===== src/rtl/rs232_receiver_if.sv =====
// rtl/rs232_receiver_if.sv - serial RX line and received-byte outputs of the UART receiver
interface rs232_receiver_if;
  logic       rx;
  logic [7:0] data;
  logic       data_valid;
  logic       frame_error;
  logic       busy;

  modport master (
    input  rx,
    output data,
    output data_valid,
    output frame_error,
    output busy
  );

  modport slave (
    output rx,
    input  data,
    input  data_valid,
    input  frame_error,
    input  busy
  );
endinterface


===== src/rtl/rs232_receiver.sv =====
// rtl/rs232_receiver.sv - 8N1 UART receiver with mid-bit sampling and framing-error strobe
module rs232_receiver #(
  parameter int CLK_DIVIDER = 3125
) (
  input  logic                  clk,
  input  logic                  rst,
  rs232_receiver_if.master      bus
);

  localparam int          HALF    = CLK_DIVIDER / 2;
  localparam logic [15:0] HALF_M1 = 16'(HALF - 1);
  localparam logic [15:0] BIT_M1  = 16'(CLK_DIVIDER - 1);

  typedef enum logic [1:0] {
    IDLE  = 2'd0,
    START = 2'd1,
    DATA  = 2'd2,
    STOP  = 2'd3
  } state_t;

  state_t      state;
  logic [15:0] tick;
  logic [3:0]  bit_cnt;
  logic [7:0]  shreg;
  logic        s1;
  logic        rx_s;
  logic        prev;
  logic [7:0]  data_q;
  logic        data_valid_q;
  logic        frame_error_q;
  logic        busy_q;

  assign bus.data        = data_q;
  assign bus.data_valid  = data_valid_q;
  assign bus.frame_error = frame_error_q;
  assign bus.busy        = busy_q;

  // Synchroniser and edge-detect history reset high so a quiet line never looks like a start edge.
  always_ff @(posedge clk) begin
    if (rst) begin
      s1            <= 1'b1;
      rx_s          <= 1'b1;
      prev          <= 1'b1;
      state         <= IDLE;
      tick          <= 16'd0;
      bit_cnt       <= 4'd0;
      shreg         <= 8'h00;
      data_q        <= 8'h00;
      data_valid_q  <= 1'b0;
      frame_error_q <= 1'b0;
      busy_q        <= 1'b0;
    end else begin
      s1            <= bus.rx;
      rx_s          <= s1;
      prev          <= rx_s;
      data_valid_q  <= 1'b0;
      frame_error_q <= 1'b0;

      case (state)
        IDLE: begin
          tick <= 16'd0;
          if (prev && !rx_s) begin
            state  <= START;
            busy_q <= 1'b1;
          end
        end

        START: begin
          if (tick == HALF_M1) begin
            tick    <= 16'd0;
            bit_cnt <= 4'd0;
            if (!rx_s) begin
              state <= DATA;
            end else begin
              state  <= IDLE;
              busy_q <= 1'b0;
            end
          end else begin
            tick <= tick + 16'd1;
          end
        end

        DATA: begin
          if (tick == BIT_M1) begin
            shreg   <= {rx_s, shreg[7:1]};
            tick    <= 16'd0;
            bit_cnt <= bit_cnt + 4'd1;
            if (bit_cnt == 4'd7) begin
              state <= STOP;
            end
          end else begin
            tick <= tick + 16'd1;
          end
        end

        STOP: begin
          // Return to IDLE at the stop sample itself so a start bit right after it is not missed.
          if (tick == BIT_M1) begin
            if (rx_s) begin
              data_q       <= shreg;
              data_valid_q <= 1'b1;
            end else begin
              frame_error_q <= 1'b1;
            end
            state  <= IDLE;
            busy_q <= 1'b0;
            tick   <= 16'd0;
          end else begin
            tick <= tick + 16'd1;
          end
        end

        default: begin
          state  <= IDLE;
          busy_q <= 1'b0;
          tick   <= 16'd0;
        end
      endcase
    end
  end

endmodule

===== src/flat_wrapper.sv =====
// flat-port wrapper written by rule: the top's interface ports become plain ports
module rs232_receiver_flat 
#(
  parameter int CLK_DIVIDER = 3125
)
  (clk, rst, bus_rx, bus_data, bus_data_valid, bus_frame_error, bus_busy);
  rs232_receiver_if bus_i ();
  input  logic clk;
  input  logic rst;
  input wire logic [$bits(bus_i.rx)-1:0] bus_rx;
  output wire logic [$bits(bus_i.data)-1:0] bus_data;
  output wire logic [$bits(bus_i.data_valid)-1:0] bus_data_valid;
  output wire logic [$bits(bus_i.frame_error)-1:0] bus_frame_error;
  output wire logic [$bits(bus_i.busy)-1:0] bus_busy;
  assign bus_i.rx = bus_rx;
  assign bus_data = bus_i.data;
  assign bus_data_valid = bus_i.data_valid;
  assign bus_frame_error = bus_i.frame_error;
  assign bus_busy = bus_i.busy;
  rs232_receiver #(.CLK_DIVIDER(CLK_DIVIDER)) u_core (.clk(clk), .rst(rst), .bus(bus_i));
endmodule

===== config.mk =====
export PLATFORM = sky130hd
export DESIGN_NAME = rs232_receiver_flat
export DESIGN_NICKNAME = d
export VERILOG_FILES = /design/src/rtl/rs232_receiver_if.sv /design/src/rtl/rs232_receiver.sv /design/src/flat_wrapper.sv
export SDC_FILE = /design/constraint.sdc
export NUM_CORES = 1
export LEC_CHECK = 0
export BUFFER_PORTS_ARGS = -buffer_cell sky130_fd_sc_hd__buf_2
export CORE_MARGIN = 4
export CORE_UTILIZATION = 59
export DETAILED_ROUTE_END_ITERATION = 10
export GPL_TIMING_DRIVEN = 0
export PLACE_DENSITY = 0.78
export SYNTH_ARGS = -nofsm -noshare
export SYNTH_HDL_FRONTEND = slang
export SYNTH_SLANG_ARGS = --single-unit

===== constraint.sdc =====
create_clock -name clk -period 2.09 [get_ports clk]
set_input_delay 0.5225 -clock clk [delete_from_list [all_inputs] [get_ports clk]]
set_output_delay 0.5225 -clock clk [all_outputs]
set_load 0.02 [all_outputs]

======== Word-level counts from Yosys, hierarchy flattened ========
Cells that the tools add are included.
operators by class
  reduce and logical (&&, ||, !) cells .... 12
  multiplexer cells ....................... 20
  add/subtract/negate cells ............... 2
  bitwise gates (word level) .............. 2
  equal/unequal tests ..................... 12
operators with widths
  kind                   count
  $pmux 16 s3            1
  $mux 16                2
  $add 16x1->16 const B  1
  $eq 16x11->1 const B   1
  $eq 16x12->1 const B   1
  $mux 2                 6
  $ne 2x1->1 const B     6
  $reduce_and 5->1       2
  $mux 4                 2
  $pmux 2 s4             1
  $pmux 4 s2             1
  $mux 1                 6
  $reduce_and 3->1       2
  $add 4x1->4 const B    1
  $eq 2x2->1 const B     2
  $eq 4x3->1 const B     1
  $pmux 1 s3             1
  $reduce_bool 3->1      1
  $reduce_or 3->1        1
  $eq 2x1->1 const B     1
  $logic_not 2->1        1
  $not 1->1              2
  $reduce_and 2->1       1
  $reduce_bool 2->1      1
  other kinds (3)        3
storage, ports and cells
  logic and storage cells ................. 59
  output and inout port bits .............. 11
  bits in registers ....................... 44

======== Longest topological paths before layout ========
Gate-level depths: netlist of the first run.
  depth in word-level cells ............... 4
  gate-level depth with buffers ........... 8

======== Least setup slack after synthesis of the first run ========
No wires, ideal clock.
  path type ............................... reg2reg
  start point ............................. register u_core.tick[8]
  end point ............................... register u_core.tick[2]
  setup slack ............................. 0.408 ns
  data arrival time ....................... 1.549 ns
  cell stages (with the launch flop) ...... 8
  buffers on the path ..................... 3
  path through ............................ dfxtp_1 clkbuf_1 nor4_2 and4_1 o22a_1 buf_2 buf_4 nor3_1
on the way
  cells in the longest elaborated chain, start to end .. 3
RTL lines
  what                                                 RTL line                                                          source
  start, declared                                      rs232_receiver.sv:22                                              logic [15:0] tick;
  start signal, assigned                               rs232_receiver.sv:79                                              tick <= tick + 16'd1;
  start signal, assigned                               rs232_receiver.sv:92                                              tick <= tick + 16'd1;
  start signal, assigned                               rs232_receiver.sv:109                                             tick <= tick + 16'd1;
  $eq 16x12->1 / $eq 16x11->1 (equally long branches)  rs232_receiver.sv:84, rs232_receiver.sv:98, rs232_receiver.sv:69
  $mux 16 (on tied branches)                           rs232_receiver.sv:84, rs232_receiver.sv:98, rs232_receiver.sv:69
  $pmux 16 s3 *                                        rs232_receiver.sv:59                                              case (state)
Every way passes the cells marked *; elsewhere a longest branch is shown, timed or not.
A chain may end at the register's enable or synchronous reset.

======== Final worst setup path of the first run ========
  start point ............................. register u_core.tick[8]
  end point ............................... register u_core.tick[8]
on the way
  cells in the longest elaborated chain, start to end .. 3
RTL lines
  what                                   RTL line
  $add 16x1->16 (tied with other cells)  rs232_receiver.sv:79, rs232_receiver.sv:92, rs232_receiver.sv:109
  $mux 16 (on tied branches)             rs232_receiver.sv:84, rs232_receiver.sv:98, rs232_receiver.sv:69
  $pmux 16 s3 *                          rs232_receiver.sv:59
Marked as above.

==> summary.txt, run 1 <==
Routing
  – Drt initial violations: 203
  – Drt first pass iters: 4
  – Vias/cell: 6.00
  – DR vias: 1729
  – Final ANT Viol Nets: 0
  – DR DRC count: 0
  – WL per Instance: 15.2 µm
  – Routed wire length: 4380 µm

Worst setup path
  – CP Data Arrival Time: 2.23 ns
  – Crit-path max FO: 10
  – R2r setup slk: 0.10 ns
  – Critical Path Sink Type: flop
  – WP data required: 2.33 ns
  – Setup crit start kind: flop
  – Critical path class: flop to flop
  – FF-to-FF path depth: 7

Synthesis
  – Syn_nets: 229
  – YS warnings: 0
  – Mapped Avg Cell Area: 8.93 µm²
  – Mapped Cells: 222
  – Register area share after synthesis: 0.444
  – Asr flop ratio synth: 0
  – Mapped Area: 1980 µm²
  – Synth top area share: 0.444
  – Most instantiated library cell after synthesis: dfxtp_1
  – Synth cell count leaders: dfxtp_1, o21ai_0, a21oi_1
  – Post-synthesis register bit count: 44
  – Top post-synthesis cells by area: dfxtp_1, o21ai_0, a21oi_1, nor3_1, nand4_1
  – Biggest area consumer among synthesized cells: dfxtp_1
  – Ys flop type: dfxtp_1
  – Synth unique cells: 43
  – EDFF count, synth: 0

STA
  – Fmax: 0.503 GHz
  – Final setup viols: 0
  – Minimum clock period: 1.99 ns
  – Max transition margin: 0.657
  – Setup TNS: 0 ns
  – Period utilization: 0.951
  – Final clock skew: 0.00227 ns
  – Worst Tran Pin Value: 0.514 ns
  – Slew Limit Fails: 0
  – Fin. Hold Viols: 0

Floorplan
  – DIE WIDTH: 66.0 µm
  – Initial Util: 0.634
  – Placeable Area: 3130 µm²
  – Die H: 66.0 µm
  – Row Count: 20
  – Die footprint: 4350 µm²
  – Num ports: 14

Clocking
  – Num CTS Buffers: 5
  – Worst-path clk slew: 0.12 ns
  – Clock Tree Root: clkbuf_4
  – Clock sink count: 44
  – CTS tree: built
  – Number of H-tree levels: 2
  – Worst-skew pair later-pin latency: 0.36 ns
  – Max Root-Sink Buffers: 2

Final layout
  – Layout area overhead: 9.85%
  – Antenna fix cells: 0
  – # nets final: 250
  – Share of post-route cells with drive strength above 1: 0.160
  – Post-route insts no fill: 288

Global route
  – Vias in the first global route: 1618
  – GR Layer Usage met1: 0.294
  – Gr ovfl total: 0
  – GR Layer Usage met3: 0.0697
  – First-pass GRT wire length: 7360 µm
  – GRT met2 Usage: 0.335
  – Top Usage Layer GRT: met2
  – GRT Resource Usage Total: 0.221
  – Largest net degree at the start of global routing: 13
  – Number of antenna violations at the first check in global routing: 0

Power and ir drop
  – Peak supply drop: 359 µV
  – Power per cell area: 606 nW/µm²
  – Leakage dissipation: 0.000712 µW

Place
  – Global placer's final weighted congestion: 0.822
  – Placed insts: 279
  – Detailed placement HPWL: 3030 µm
  – PortBufs: 13

Run
  – Maxcap violations: 0

Run status
  – Status: complete, no violations

Worst hold path
  – Hold Path Class: input pin to flop
  – Hold path depth: 2
==> path summary, 6_finish.rpt <==
check / startpoint / end
hold reg to reg: u_core.s1$_SDFF_PP1_ / u_core.rx_s$_SDFF_PP1_
hold / removal: bus_rx / u_core.s1$_SDFF_PP1_
setup reg to reg: u_core.tick[8]$_SDFF_PP0_ / u_core.tick[8]$_SDFF_PP0_
setup / recovery: u_core.tick[8]$_SDFF_PP0_ / u_core.tick[8]$_SDFF_PP0_
==> cells by family after synthesis <==
kind of cell	synth area share
multiplexers	0.00505
XOR/XNOR	0.0442
AO/OA/AOI/OAI	0.166
adder cells (fa/ha/maj)	0.0253
buffers and inverters	0.0549
AND/OR/NAND/NOR	0.260
flip-flops	0.444
==> layout by cell type (no fill, tap or decap), types with 2 or more instances in the layout <==
cell      count
or3_1         4
nor3b_1       2
and4_1        5
clkbuf_4      5
xnor2_1       4
nand4_1      13
xor2_1        6
a211oi_1      2
or4_1         2
buf_2        16
or2_2         3
nand2_1      10
inv_1         6
o31ai_1       2
nor3_1       17
clkbuf_1     14
buf_4         3
dfxtp_1      44
ha_1          4
o21ai_0      24
a21oi_1      19
nand3_1      15
a211oi_2      2
==> per-layer routing <==
layer	vias to the layer above	part of all wire	wire, µm
met4	0	0.012	54
li1	861	-	-
met1	819	0.46	2040
met2	42	0.47	2040
met5	-	0	0
met3	7	0.057	250
==> critical path, stage by stage, from the launching register on <==
cell	delay [ns]
dfxtp_1	0.31
clkbuf_1	0.21
nor4_4	0.41
and4_1	0.30
o22a_1	0.14
buf_2	0.21
buf_4	0.21
nor3_1	0.07
==> layout make-up <==
| cell class | count | area, µm² |
|---|---|---|
| Multi-Input combinational cell | 154 | 1000 |
| Fill cell | 258 | 951 |
| Sequential cell | 44 | 881 |
| Buffer | 18 | 86.3 |
| Timing Repair Buffer | 14 | 72.6 |
| Clock buffer | 8 | 58.8 |
| Tap cell | 44 | 55.1 |
| Inverter | 6 | 22.5 |
==> power by group <==
group / switching [µW] / leakage [µW] / internal [µW]
clock network: 261 / 0.0000326 / 166
logic: 33.5 / 0.000325 / 12.6
registers: 2.89 / 0.000355 / 843
==> through the flow <==
| step | hold slack (ns) | total power (µW) | area [µm²] | setup WS (ns) | utilization |
|---|---|---|---|---|---|
| 6_report | 0.341 | 1320 | 2180 | 0.102 | 0.696 |
| 5_1_grt | 0.326 | 1380 | 2180 | -0.0134 | 0.696 |
| 4_1_cts | 0.338 | 1330 | 2160 | 0.0958 | 0.691 |
| 3_5_place_dp | 0.427 | 909 | 2100 | 0.114 | 0.672 |
| 3_3_place_gp | 0.403 | 908 | 2100 | 0.149 | 0.672 |
| 2_1_floorplan | 0.389 | 895 | 1980 | 0.408 | - |
==> registers in the layout, summed over array words and instances, names as in the netlist, named ones only <==
signal and count:
u_core.tick 16, u_core.bus.data 8, u_core.shreg 8, u_core.bit_cnt 4, u_core.bus.busy 1, u_core.bus.data_valid 1
u_core.bus.frame_error 1, u_core.prev 1, u_core.rx_s 1, u_core.s1 1, u_core.state 1
==> timing repair <==
| item | in CTS | in global routing |
|---|---|---|
| gates resized for setup | 0 | 1 |
| hold endpoints to repair | 0 | 0 |
| setup buffers | 0 | 1 |
| hold buffers | 0 | 0 |
| endpoints found under the setup margin | 0 | 25 |
(Power assumes the default switching activity.)
==> run 2, diff against run 1 <==
- clock period: 2.09 -> 1.9 ns (I/O delays scaled with it)
==> run 2 against run 1 <==
  * Clock power grew 9.1%
  * Largest power group unchanged
  * Global-route usage grew 0.46 points
  * Routed wire length grew 1.9%
  * Largest cell class unchanged
  * Utilization grew 1.3 points
  * Combinational power grew 12%
  * Via count grew 0.87%
==> summary.txt, run 2 (synthesis results as in run 1) <==
Worst setup path
  – CP Data Arrival Time: 2.09 ns
  – Worst r2r src: u_core.tick[2]$_SDFF_PP0_
  – Crit path largest cell delay: 0.50 ns
  – CP top delay family: simple AND/OR/NAND/NOR gates
  – Crit-path max FO: 7
  – WP data required: 2.19 ns
  – Critical Path Sink Type: flop
  – FF-to-FF path depth: 5
  – Critical path class: flop to flop
  – Critical Path End: u_core.tick[15]$_SDFF_PP0_
  – R2r setup slk: 0.09 ns
  – Cell-by-cell trace of the critical path: nand3_2 > or2_1 > buf_6 > or4_4 > a211oi_2
  – CP Depth: 5
  – Critical path's slowest cell: or4_4
  – CP startpoint: u_core.tick[2]$_SDFF_PP0_
  – Setup crit start kind: flop
  – Buf/Inv on CP: 1
  – FF-to-FF End: u_core.tick[15]$_SDFF_PP0_

Final layout
  – Most frequent cells in the layout: dfxtp_1, o21ai_0, a21oi_1
  – Share of post-route cells with drive strength above 1: 0.193
  – Antenna fix cells: 0
  – Reg with most FFs: u_core.tick
  – # nets final: 250
  – Layout area overhead: 11.9%
  – Most common cell after layout, fill and taps aside: dfxtp_1
  – Largest register FFs: 16

Clocking
  – Max Root-Sink Buffers: 2
  – Clock Tree Root: clkbuf_4
  – Number of H-tree levels: 2
  – Worst-skew pair later-pin latency: 0.36 ns
  – Num CTS Buffers: 5
  – Worst-path clk slew: 0.12 ns
  – Clock sink count: 44
  – CTS tree: built

Power and ir drop
  – Leakage dissipation: 0.000721 µW
  – Pint: 1120 µW
  – Switching part of the total: 0.225
  – Power per cell area: 653 nW/µm²
  – Sw power: 325 µW
  – Clock network fraction of total power: 0.323
  – Gate power share: 0.036
  – Peak supply drop: 391 µV
  – Sequential share of power: 0.641

Floorplan
  – Die H: 66.0 µm
  – Die footprint: 4350 µm²
  – Placeable Area: 3130 µm²
  – Num ports: 14
  – DIE WIDTH: 66.0 µm
  – Initial Util: 0.634
  – Row Count: 20

Run
  – Maxcap violations: 0

Routing
  – Drt first pass iters: 4
  – Drt initial violations: 241
  – DR DRC count: 0
  – Routed wire length: 4470 µm
  – Final ANT Viol Nets: 0
  – WL per Instance: 15.5 µm
  – DR vias: 1744
  – Vias/cell: 6.06

STA
  – Max transition margin: 0.653
  – Slew Limit Fails: 0
  – Minimum clock period: 1.81 ns
  – Worst Tran Pin Value: 0.521 ns
  – Fin. Hold Viols: 0
  – Setup WS post-layout: 0.0934 ns
  – Final setup viols: 0
  – Setup TNS: 0 ns
  – Fmax: 0.554 GHz
  – Period utilization: 0.951
  – RSZ-0062 raised after global routing: yes
  – Final clock skew: 0.00549 ns

Global route
  – Largest net degree at the start of global routing: 13
  – Gr ovfl total: 0
  – Vias in the first global route: 1657
  – GRT Resource Usage Total: 0.226
  – First-pass GRT wire length: 7500 µm
  – Number of antenna violations at the first check in global routing: 0

Run status
  – Status: complete, no violations

Place
  – Global placer's final weighted congestion: 0.822
  – Detailed placement HPWL: 3030 µm
  – Setup WS pre-CTS: -0.0760 ns
  – PortBufs: 13

Worst hold path
  – Hold Path Class: input pin to flop
run 2: how the worst min path moves through the flow:
stage	slack, ns	depth (start not counted)	endpoint	start
floorplan	0.39	1	u_core.rx_s$_SDFF_PP1_	u_core.s1$_SDFF_PP1_
global placement	0.40	1	u_core.rx_s$_SDFF_PP1_	u_core.s1$_SDFF_PP1_
detailed placement	0.43	1	u_core.rx_s$_SDFF_PP1_	u_core.s1$_SDFF_PP1_
CTS	0.29	2	u_core.s1$_SDFF_PP1_	bus_rx
global route	0.28	2	u_core.s1$_SDFF_PP1_	bus_rx
finish	0.29	2	u_core.s1$_SDFF_PP1_	bus_rx
run 2: power groups by stage:
stage	logic [µW]	clock network [µW]	registers (µW)
finish	51.6	467	929
global route	56.2	531	930
CTS	49.9	481	930
detailed placement	49.5	0	951
global placement	48.8	0	950
floorplan	33.1	0	951
run 2: worst reg2reg max path: stages, from the launching register on:
cell	delay, ns
dfxtp_1	0.47
nand3_2	0.13
or2_1	0.26
buf_6	0.14
or4_4	0.50
a211oi_2	0.23
run 2: area by class of cell:
cell class,count,area (µm²)
flip-flops and latches,44,887
repair buffers,15,80.1
well taps,44,55.1
inverters,6,22.5
clock buffers,8,58.8
fillers,251,911
plain buffers,17,85.1
multi-input cells,154,1030
run 2: timing repair:
item | CTS | global route
hold endpoints to repair | 0 | 0
hold buffers | 0 | 0
buffers inserted | 2 | 0
gates resized for setup | 2 | 9
pin swaps | 2 | 1
endpoints found under the setup margin | 27 | 24
run 2: routing by layer:
layer / global-route usage / vias up / wire (µm)
met3: 0.0714 / 9 / 267
met2: 0.343 / 58 / 2110
met4: 0.0863 / 0 / 70
met5: 0 / - / 0
met1: 0.297 / 814 / 2020
li1: - / 863 / -
run 2: stage by stage:
| stage | instance area [µm²] | std cells | util | hold WS [ns] | total power (µW) |
|---|---|---|---|---|---|
| detailed placement | 2100 | 279 | 0.672 | 0.427 | 1000 |
| global route | 2220 | 288 | 0.709 | 0.278 | 1520 |
| CTS | 2190 | 289 | 0.699 | 0.290 | 1460 |
| global placement | 2100 | 279 | 0.672 | 0.403 | 999 |
| finish | 2220 | 288 | 0.709 | 0.294 | 1450 |
| floorplan | 1980 | 222 | - | 0.389 | 984 |
